$ cat src/rtl/id_ex_stage.sv
// ID/EX pipeline register: operand capture with optional forwarding, ALU select decode,
// hold/stall/flush handling and a saturating bubble counter. Forwarding: ID_EX_FORWARD_EN.
module id_ex_stage #(
    parameter int unsigned bits  = 8,
    parameter int unsigned CNT_W = 16
) (
    input  logic             clk,
    input  logic             rst,
    input  logic             i_valid,
    input  logic [bits-1:0]  i_rs_data,
    input  logic [bits-1:0]  i_rt_data,
    input  logic [bits-1:0]  i_imm,
    input  logic [4:0]       i_shamt,
    input  logic [4:0]       i_rs_addr,
    input  logic [4:0]       i_rt_addr,
    input  logic [4:0]       i_rd_addr,
    input  logic [1:0]       i_alu_op,
    input  logic [5:0]       i_funct,
    input  logic             i_alu_src,
    input  logic             i_reg_write,
    input  logic             i_hold,
    input  logic             i_stall,
    input  logic             i_flush,
    input  logic             i_exmem_we,
    input  logic [4:0]       i_exmem_rd,
    input  logic [bits-1:0]  i_exmem_data,
    input  logic             i_memwb_we,
    input  logic [4:0]       i_memwb_rd,
    input  logic [bits-1:0]  i_memwb_data,
    output logic             o_valid,
    output logic [bits-1:0]  o_A,
    output logic [bits-1:0]  o_B,
    output logic [3:0]       o_select,
    output logic [4:0]       o_rd_addr,
    output logic             o_reg_write,
    output logic             o_illegal,
    output logic [CNT_W-1:0] o_bubbles
);

    localparam logic [1:0] OpAdd   = 2'b00;
    localparam logic [1:0] OpSub   = 2'b01;
    localparam logic [1:0] OpRtype = 2'b10;
    localparam logic [1:0] OpOri   = 2'b11;

    localparam logic [3:0] SelAnd = 4'b0000;
    localparam logic [3:0] SelOr  = 4'b0001;
    localparam logic [3:0] SelAdd = 4'b0010;
    localparam logic [3:0] SelSra = 4'b0011;
    localparam logic [3:0] SelSrl = 4'b0100;
    localparam logic [3:0] SelNor = 4'b0101;
    localparam logic [3:0] SelSub = 4'b0110;
    localparam logic [3:0] SelNop = 4'b0111;
    localparam logic [3:0] SelXor = 4'b1001;
    localparam logic [3:0] SelSll = 4'b1011;

    logic [bits-1:0] fwd_rs, fwd_rt;

`ifdef ID_EX_FORWARD_EN
    // EX/MEM is younger than MEM/WB, so it wins when both match; r0 is never forwarded.
    always_comb begin
        fwd_rs = i_rs_data;
        if (i_exmem_we && (i_exmem_rd == i_rs_addr) && (i_rs_addr != 5'd0)) begin
            fwd_rs = i_exmem_data;
        end else if (i_memwb_we && (i_memwb_rd == i_rs_addr) && (i_rs_addr != 5'd0)) begin
            fwd_rs = i_memwb_data;
        end
    end

    always_comb begin
        fwd_rt = i_rt_data;
        if (i_exmem_we && (i_exmem_rd == i_rt_addr) && (i_rt_addr != 5'd0)) begin
            fwd_rt = i_exmem_data;
        end else if (i_memwb_we && (i_memwb_rd == i_rt_addr) && (i_rt_addr != 5'd0)) begin
            fwd_rt = i_memwb_data;
        end
    end
`else
    assign fwd_rs = i_rs_data;
    assign fwd_rt = i_rt_data;

    logic unused_fwd;
    assign unused_fwd = ^{i_rs_addr, i_rt_addr, i_exmem_we, i_exmem_rd, i_exmem_data,
                          i_memwb_we, i_memwb_rd, i_memwb_data};
`endif

    logic [3:0] dec_sel;
    logic       dec_illegal;
    logic       dec_shift;

    always_comb begin
        dec_sel     = SelNop;
        dec_illegal = 1'b0;
        dec_shift   = 1'b0;
        unique case (i_alu_op)
            OpAdd: dec_sel = SelAdd;
            OpSub: dec_sel = SelSub;
            OpOri: dec_sel = SelOr;
            OpRtype: begin
                case (i_funct)
                    6'b100100:            dec_sel = SelAnd;
                    6'b100101:            dec_sel = SelOr;
                    6'b100000, 6'b100001: dec_sel = SelAdd;
                    6'b100010, 6'b100011: dec_sel = SelSub;
                    6'b100111:            dec_sel = SelNor;
                    6'b100110:            dec_sel = SelXor;
                    6'b000011: begin
                        dec_sel   = SelSra;
                        dec_shift = 1'b1;
                    end
                    6'b000010: begin
                        dec_sel   = SelSrl;
                        dec_shift = 1'b1;
                    end
                    6'b000000: begin
                        dec_sel   = SelSll;
                        dec_shift = 1'b1;
                    end
                    default: begin
                        dec_sel     = SelNop;
                        dec_illegal = 1'b1;
                    end
                endcase
            end
            default: dec_sel = SelNop;
        endcase
    end

    logic [bits-1:0] op_a, op_b;

    // Shifts operate on rt with the shift amount as the second operand.
    always_comb begin
        if (dec_shift) begin
            op_a = fwd_rt;
            op_b = bits'(i_shamt);
        end else begin
            op_a = fwd_rs;
            op_b = i_alu_src ? i_imm : fwd_rt;
        end
    end

    logic             valid_q, valid_d;
    logic [bits-1:0]  a_q, a_d;
    logic [bits-1:0]  b_q, b_d;
    logic [3:0]       sel_q, sel_d;
    logic [4:0]       rd_q, rd_d;
    logic             rw_q, rw_d;
    logic             ill_q, ill_d;
    logic [CNT_W-1:0] bub_q, bub_d;

    logic load_bubble, load_insn;
    assign load_bubble = i_flush | (i_stall & ~i_hold);
    assign load_insn   = ~i_flush & ~i_hold & ~i_stall;

    always_comb begin
        valid_d = valid_q;
        a_d     = a_q;
        b_d     = b_q;
        sel_d   = sel_q;
        rd_d    = rd_q;
        rw_d    = rw_q;
        ill_d   = ill_q;
        bub_d   = bub_q;
        if (load_bubble) begin
            valid_d = 1'b0;
            a_d     = '0;
            b_d     = '0;
            sel_d   = SelNop;
            rd_d    = 5'd0;
            rw_d    = 1'b0;
            ill_d   = 1'b0;
            if (bub_q != {CNT_W{1'b1}}) begin
                bub_d = bub_q + CNT_W'(1);
            end
        end else if (load_insn) begin
            valid_d = i_valid;
            a_d     = op_a;
            b_d     = op_b;
            sel_d   = dec_sel;
            rd_d    = i_rd_addr;
            rw_d    = i_valid & i_reg_write & ~dec_illegal;
            ill_d   = dec_illegal;
        end
    end

    always_ff @(posedge clk or negedge rst) begin
        if (!rst) begin
            valid_q <= 1'b0;
            a_q     <= '0;
            b_q     <= '0;
            sel_q   <= SelNop;
            rd_q    <= 5'd0;
            rw_q    <= 1'b0;
            ill_q   <= 1'b0;
            bub_q   <= '0;
        end else begin
            valid_q <= valid_d;
            a_q     <= a_d;
            b_q     <= b_d;
            sel_q   <= sel_d;
            rd_q    <= rd_d;
            rw_q    <= rw_d;
            ill_q   <= ill_d;
            bub_q   <= bub_d;
        end
    end

    assign o_valid     = valid_q;
    assign o_A         = a_q;
    assign o_B         = b_q;
    assign o_select    = sel_q;
    assign o_rd_addr   = rd_q;
    assign o_reg_write = rw_q;
    assign o_illegal   = ill_q;
    assign o_bubbles   = bub_q;

endmodule

$ cat config.mk
export PLATFORM = sky130hd
export DESIGN_NAME = id_ex_stage
export DESIGN_NICKNAME = d
export VERILOG_FILES = /design/src/rtl/id_ex_stage.sv
export SDC_FILE = /design/constraint.sdc
export NUM_CORES = 1
export LEC_CHECK = 0
export CAP_MARGIN = 20
export CORE_MARGIN = 2
export CORE_UTILIZATION = 25
export CTS_BUF_LIST = sky130_fd_sc_hd__clkbuf_2 sky130_fd_sc_hd__clkbuf_4 sky130_fd_sc_hd__clkbuf_8
export CTS_CLUSTER_DIAMETER = 200
export CTS_CLUSTER_SIZE = 30
export DETAILED_ROUTE_END_ITERATION = 8
export GPL_ROUTABILITY_DRIVEN = 0
export GPL_TIMING_DRIVEN = 0
export PLACE_DENSITY = 0.68
export SLEW_MARGIN = 20
export SYNTH_ARGS = -nofsm -noshare
export SYNTH_HDL_FRONTEND = slang
export SYNTH_SLANG_ARGS = --single-unit
$ cat constraint.sdc
create_clock -name clk -period 2.75 [get_ports clk]
set_input_delay 0.275 -clock clk [delete_from_list [all_inputs] [get_ports clk]]
set_output_delay 0.275 -clock clk [all_outputs]
set_load 0.01 [all_outputs]
==> reports/metrics.csv <==
metric,value,unit
status,"complete, no violations",
antenna_found_initial,0,
hold_path.class,register to register,
antenna_cells,0,
cts.clk_slew.worst_paths,0.09,ns
routed_wirelength,6.06,mm
peakVddDrop,0.326,mV
crit_path_max_incr_delay,0.50,ns
maxSlewViolCount,0,
vias,1956,
p_per_area,533,nW/um^2
yosysUniqueCellTypes,44,
cp.arrival,2.12,ns
rr_endpoint,o_bubbles[1],
ys_ff_latch,44,
avgSynthCellArea,10.7,sq um
synth_edf_count,0,
synth-main-ff-cell,dfrtp_1,
grt_pass1_vias,1935,
grt_first_pass_wirelength,9.81,mm
area_growth,53.2,%
initial_core_util,0.256,
hpwlAfterDp,4.59,mm
syn_nets,298,
worstMarginPinSlew,0.654,ns
netlist_area,2230,sq um
num_io_pins,132,
detail_route.first_pass.iterations,4,
rsz0062_at_grt,false,
cp_slowest_cell,clkdlybuf4s50_1,
holdWs,0.475,ns
final_nets,397,
routedWlPerCell,14.5,microns
io_buffers,90,
hold_viol_final,0,
viasPerCell,4.69,
grt_max_degree,26,
synth_seq_area_share,0.496,
h-tree-depth,2,
reg2reg_slack,0.87,ns
final.setup_skew,0.00319,ns
grt_overflow,0,
cp_cell_sequence,clkdlybuf4s50_1 > nor4b_1 > nand3_2 > buf_4 > mux2i_1 > o21ai_0,
critical_path.top_delay_family,buffers and inverters,
clock_latency,0.30,ns
crit_start,i_alu_op[0],
drive_gt1_frac,0.0971,
postSynthCellCount,209,
max_freq,514,MHz
tns,0,ns
floorplan.rows,34,
cts_sinks,44,
setup_viol,0,
p_total,0.00182,W
yosysWarnings,0,
drv_cap,0,
cts-buffers-inserted,5,
crit_required,2.92,ns
crit_path_end,o_B[1],
crit_cells,6,
die_area,9670,sq um
path_max_fanout,10,
ys_async_sr_fraction,1.00,
drt_first_iter_violations,39,
grt_usage,0.124,
worst_setup_path_start_kind,input port,
cts_buffer_depth,2,
reg2reg_from,o_bubbles[12],
max_slew_margin,0.564,
die_h,98.4,microns
cts_tree,yes,
ant_nets,0,
p_leak,1.52,nW
cp_num_buf_inv,2,
coreArea,8680,sq um
dp.cells,408,
endpoint_kind,register,
stdcell_count,417,
cts_root_buf,clkbuf_8,
fin_crit,1.95,ns
r2r_cells,4,
layout_worst_path_cycle_share,0.708,
drc_errors,0,
die_w,98.4,microns
worst-setup-path-type,input port to register,
-- worst min-delay path by stage --
stage / from / to / cells past startpoint
6_report: o_select[3] / o_select[3] / 2
2_1_floorplan: rst / o_A[0] / 0
3_3_place_gp: o_select[3] / o_select[3] / 2
5_1_grt: o_A[4] / o_A[4] / 2
4_1_cts: o_select[3] / o_select[3] / 2
3_5_place_dp: rst / o_illegal / 1
-- layer usage --
layer  GRT usage  wire length (microns)
met1       0.174                   2840
met2       0.199                   2780
met3      0.0265                    385
met4      0.0285                     57
met5           0                      0
-- layout make-up --
cell class,instances,area (sq um)
Fill cell,862,5270
Buffer,9,37.5
Inverter,4,15.0
Timing Repair Buffer,92,933
Clock inverter,3,46.3
Sequential cell,44,1100
Multi-Input combinational cell,152,1070
Tap cell,108,135
Clock buffer,5,68.8
-- where the power goes --
group          leakage, nW  internal [W]  switching [W]
logic                0.885      0.000291       0.000206
registers            0.580      0.000720      0.0000893
clock network       0.0548      0.000274       0.000237
total                 1.52       0.00129       0.000533
-- kinds of logic (layout without fill, tap and decap cells) --
family / Yosys count / after routing / synth area share
simple gates: 70 / 70 / 0.181
mux: 23 / 23 / 0.108
buf+inv: 13 / 113 / 0.0236
fa+ha+maj: 1 / 1 / 0.00562
xor+xnor: 12 / 12 / 0.0472
flops: 44 / 44 / 0.496
compound gates: 46 / 46 / 0.138
-- tightest hold or removal path, stage by stage (launching register included) --
cell     delay [ns]
dfrtp_1        0.35
nand2_1        0.05
nand2_1        0.05
-- registers in the layout, summed over array words and instances (netlist names) --
signal,flops
o_bubbles,16
o_A,8
o_B,8
o_rd_addr,5
o_select,4
o_illegal,1
o_reg_write,1
o_valid,1
-- metrics by stage --
step	worst slack (ns)	area, sq um	utilization
after CTS	0.812	3410	0.393
after global routing	0.722	3410	0.393
after detailed placement	0.487	3280	0.378
after global placement	0.159	3260	0.376
final	0.804	3410	0.393
after floorplan	1.07	2230	-
-- repair_timing --
item,4_1_cts,5_1_grt
setup buffers,0,0
hold buffers,1,0
endpoints found under the hold margin,5,0
gates resized for setup,0,0
-- Yosys cell counts (all sizes together) (4+ instances only) --
library cell,n,area share
inv,4,0.0067
nand2,26,0.044
nor2,7,0.012
xor2,11,0.043
mux2,6,0.032
dfrtp,41,0.46
nand3,5,0.013
a22o,7,0.028
nor3,5,0.011
nor4b,5,0.022
mux2i,17,0.076
o21ai,20,0.045
nand2b,4,0.011
clkbuf,8,0.013
a21oi,5,0.013
-- cell usage in the layout (no fill, tap or decap), types with 4 or more instances in the layout --
master           instances
clkdlybuf4s50_1         89
nor2_1                   7
a21oi_1                  4
xor2_1                  11
clkbuf_8                 5
mux2_2                   5
nand2b_1                 4
clkbuf_1                 8
a22o_1                   7
nor3_1                   5
mux2i_1                 17
o21ai_0                 20
nand2_1                 26
nand3_1                  4
dfrtp_1                 41
nor4b_1                  4
inv_1                    4
Power figures use the tool's default switching activity.
==> RTL edit 1: new RTL, same settings <==
Set the parameter `bits` to 12 (it was 8).
--- a/src/rtl/id_ex_stage.sv
+++ b/src/rtl/id_ex_stage.sv
@@ -1,7 +1,7 @@
 // ID/EX pipeline register: operand capture with optional forwarding, ALU select decode,
 // hold/stall/flush handling and a saturating bubble counter. Forwarding: ID_EX_FORWARD_EN.
 module id_ex_stage #(
-    parameter int unsigned bits  = 8,
+    parameter int unsigned bits  = 12,
     parameter int unsigned CNT_W = 16
 ) (
     input  logic             clk,
Interface: changed (7 resized); port bits go from 132 to 160. The function was not compared with the original's and may differ.
==> RTL edit 1 against the unedited design <==
Count of clock-buffer cells in the layout stayed put. Synthesized area is 17% higher. Sequential power is 15% higher. Final area is 17% higher. Wire length is 24% higher. Critical path type unchanged. Final cell count is 20% higher. The flow now finishes with violations (hold timing). Die area is 17% higher. Sequential cell count is 8 higher. Setup slack better by 55 ps. Non-clock buffer count is 22 higher. Power is 2.6% higher. Largest power group unchanged. Via count is 18% higher.
==> RTL edit 1: results (changes against the unedited design) <==
Clock Sinks - 52 (was 44)
WL met3 - 598 um (was 385 um)
Worst R2R End - o_bubbles[12] (was o_bubbles[1])
Non-CTS buffers - 123 (was 101)
Post-Route Hold Slack - -1.19 ps (was 475 ps)
Multi-input gate area - 1240 sq um (was 1070 sq um)
Syn Nets - 353 (was 298)
Final HPWL DP - 5.74 mm (was 4.59 mm)
adder-cell area share of the yosys netlist - 0.479% (was 0.562%)
sequential power share - 50.0% (was 44.5%)
final hold violations - 2 (was 0)
sequential share of the synthesized area - 49.9% (was 49.6%)
initial drt markers - 60 (was 39)
layout cells sized above 1 - 9.07% (was 9.71%)
mux cell area share after synthesis - 14.0% (was 10.8%)
status - finished with violations (was completed)
Setup crit start - i_flush (was i_alu_op[0])
input/output buffers - 112 (was 90)
most instantiated cells after synthesis - dfrtp_1 (49), nand2_1 (36), o21ai_0 (28), mux2i_1 (25), xor2_1 (10) (was dfrtp_1 (41), nand2_1 (26), o21ai_0 (20), mux2i_1 (17), xor2_1 (11))
largest net degree at the start of global routing - 53 (was 26)
final-stage net count - 472 (was 397)
drt total wl - 7.54 mm (was 6.06 mm)
internal power - 1.31 mW (was 1.29 mW)
Fill cells - 1014 (was 862)
leak pwr - 1.75 nW (was 1.52 nW)
vias in the first global route - 2386 (was 1935)
failing checks - hold timing
GR Util met1 - 17.5% (was 17.4%)
Max-slew headroom - 55.5% (was 56.4%)
Seq/total area - 32.7% (was 32.4%)
first-pass GRT wire length - 12.2 mm (was 9.81 mm)
met2 routed WL - 3.54 mm (was 2.78 mm)
gr usage total - 13.6% (was 12.4%)
Area contributors post-synth - dfrtp_1 (47%), mux2i_1 (9.6%), o21ai_0 (5.4%), nand2_1 (5.2%), mux2_2 (3.4%) (was dfrtp_1 (46%), mux2i_1 (7.6%), o21ai_0 (4.5%), nand2_1 (4.4%), xor2_1 (4.3%))
## RTL edit 1: cell count changes in the layout (fill, tap and decap cells not counted), sizes merged, moves of 3 or more
| cell | unedited run | this run |
|---|---|---|
| dfrtp | 41 | 49 |
| mux2i | 17 | 25 |
| nand2 | 26 | 36 |
| nor4 | 2 | 8 |
| clkinv | 0 | 3 |
| clkdlybuf4s50 | 89 | 111 |
| nor4b | 5 | 1 |
| o21ai | 20 | 30 |
| mux2 | 6 | 10 |
## RTL edit 1: through the flow
step / setup slack, ps / instances / util, % / area (sq um)
finish: 858 / 500 / 39.0 / 3990
global route: 712 / 500 / 39.0 / 3990
CTS: 821 / 500 / 39.0 / 3990
detailed placement: 481 / 492 / 38.1 / 3900
global placement: -247 / 492 / 38.2 / 3910
floorplan: 1080 / 244 / - / 2610
## RTL edit 1: critical path: cells and delay by family
| kind | cells | cell delay [ps] |
|---|---|---|
| AOI/OAI and AO/OA | 1 | 180 |
| buffers and inverters | 3 | 1440 |
| and+or+nand+nor | 1 | 150 |
==> RTL edit 2: new RTL, same flow settings <==
Without the edit above. `a_q`, `b_q` and `rd_q` no longer have a reset.
--- a/src/rtl/id_ex_stage.sv
+++ b/src/rtl/id_ex_stage.sv
@@ -185,23 +185,23 @@
     always_ff @(posedge clk or negedge rst) begin
         if (!rst) begin
             valid_q <= 1'b0;
-            a_q     <= '0;
-            b_q     <= '0;
             sel_q   <= SelNop;
-            rd_q    <= 5'd0;
             rw_q    <= 1'b0;
             ill_q   <= 1'b0;
             bub_q   <= '0;
         end else begin
             valid_q <= valid_d;
-            a_q     <= a_d;
-            b_q     <= b_d;
             sel_q   <= sel_d;
-            rd_q    <= rd_d;
             rw_q    <= rw_d;
             ill_q   <= ill_d;
             bub_q   <= bub_d;
         end
+    end
+
+    always_ff @(posedge clk) begin
+        a_q  <= a_d;
+        b_q  <= b_d;
+        rd_q <= rd_d;
     end
 
     assign o_valid     = valid_q;
Formal check against the unedited RTL: not equivalent (a bounded check fails within 4 cycles, from zero or initial values and one cycle with rst low).
==> RTL edit 2 against the unedited design <==
Non-clock buffer count up 2. Largest power group unchanged. Synthesized area down 2.2%. Count of clock-buffer cells in the layout did not move. Setup slack worse by 120 ps. Critical endpoint is now o_A[7]. Clock skew is 8.0 ps higher. Final area fell by 2.5%. Power is 1.1% lower. Critical path type unchanged. Synthesized cell count increased by 8.1%. Sequential cell count did not move. Critical path depth up 1. Wire length rose by 1.2%.
==> RTL edit 2: results (changes against the unedited design) <==
input/output buffers - 89 (was 90)
total iterations of the first detailed-routing run - 4 (unchanged)
R2R depth - 5 (was 4)
leak pwr - 1.35 nW (was 1.52 nW)
Setup crit start - i_funct[3] (was i_alu_op[0])
Worst R2R End - o_bubbles[9] (was o_bubbles[1])
most instantiated cells after synthesis - nand2_1 (24), dfxtp_1 (21), dfrtp_1 (20), o21ai_0 (17), a21oi_1 (16) (was dfrtp_1 (41), nand2_1 (26), o21ai_0 (20), mux2i_1 (17), xor2_1 (11))
Critical Path Max Stage Delay - 540 ps (was 500 ps)
final-stage net count - 412 (was 397)
Fill cells - 885 (was 862)
status - completed (unchanged)
Syn Nets - 315 (was 298)
largest net degree at the start of global routing - 24 (was 26)
CP max stage cell - or4b_1 (was clkdlybuf4s50_1)
Inst Count DP - 423 (was 408)
Post-synth ARST share - 52.3% (was 100%)
signal buffers share of area - 28.7% (was 28.5%)
dominant synthesized flop cell - dfxtp_1 (was dfrtp_1)
worst setup path endpoint - o_A[7] (was o_B[1])
initial drt markers - 34 (was 39)
CP arrival - 2230 ps (was 2120 ps)
Final HPWL DP - 4.72 mm (was 4.59 mm)
layout cells sized above 1 - 8.95% (was 9.71%)
Area contributors post-synth - dfrtp_1 (23%), dfxtp_1 (19%), mux2i_1 (6.0%), mux2_2 (5.2%), xor2_1 (4.4%) (was dfrtp_1 (46%), mux2i_1 (7.6%), o21ai_0 (4.5%), nand2_1 (4.4%), xor2_1 (4.3%))
Cell Count, Final, Fillers Out - 432 (was 417)
Avg WL per Cell - 14.2 um (was 14.5 um)
vias in the first global route - 2124 (was 1935)
gr usage total - 13.1% (was 12.4%)
first-pass GRT wire length - 10.3 mm (was 9.81 mm)
Crit path max-delay family - simple AND/OR/NAND/NOR gates (was buffers and inverters)
clk_skew - 11.2 ps (was 3.19 ps)
NetSw - 0.528 mW (was 0.533 mW)
r2r startpoint - o_bubbles[0] (was o_bubbles[12])
Peak VDD IR - 0.437 mV (was 0.326 mV)
sequential share of the synthesized area - 45.9% (was 49.6%)
#MultiIn Comb - 168 (was 152)
Multi-input gate area - 1120 sq um (was 1070 sq um)
Via Count - 2044 (was 1956)
Max-slew headroom - 44.8% (was 56.4%)
Signal inverters - 1 (was 4)
fraction of area in clock buffers and inverters - 3.35% (was 3.38%)
RTL edit 2: worst min path at each step:
| stage | startpoint | to | slack, ps | depth (start not counted) |
|---|---|---|---|---|
| 6_report | o_B[1] | o_B[1] | 460 | 2 |
| 2_1_floorplan | rst | o_bubbles[0] | -20 | 0 |
| 4_1_cts | o_A[4] | o_A[4] | 470 | 2 |
| 3_3_place_gp | o_A[4] | o_A[4] | 430 | 2 |
| 3_5_place_dp | o_A[4] | o_A[4] | 440 | 2 |
| 5_1_grt | o_A[2] | o_A[2] | 480 | 2 |
RTL edit 2: metrics by stage:
step                      utilization, %  hold slack (ps)  area, sq um  setup WS [ps]
after floorplan                        -            -20.6         2180            983
after global placement              37.3              434         3200            389
after detailed placement            37.3              443         3200            363
after CTS                           38.6              465         3310            683
after global routing                38.7              483         3320            626
final                               38.7              456         3320            684
RTL edit 2: cells by family (layout without fill, tap and decap cells):
group,Yosys count,in the layout,synth area share [%]
compound gates,48,48,13.4
xor+xnor,13,13,5.23
fa+ha+maj,1,1,0.575
buf+inv,14,112,2.82
flops,44,44,45.9
mux,23,23,11.2
simple gates,83,83,20.9
RTL edit 2: worst reg2reg max path, stage by stage, from the launching register on:
cell and delay (ps):
dfrtp_1 440, ha_1 240, nand2_1 110, nor4_1 640
nor4b_1 160, xor2_1 180
RTL edit 2: power by group through the flow:
stage,logic (mW),registers [mW],clock network (mW)
floorplan,0.184,0.848,0
CTS,0.493,0.821,0.523
global route,0.534,0.836,0.549
detailed placement,0.490,0.835,0
global placement,0.480,0.830,0
finish,0.486,0.819,0.493
RTL edit 2: routing by layer:
metal / routed length (um) / up-vias / global-route usage (%)
met4: 23 / 0 / 2.88
met5: 0 / - / 0
li1: - / 1003 / -
met1: 2740 / 970 / 17.2
met3: 406 / 2 / 3.81
met2: 2960 / 69 / 21.5
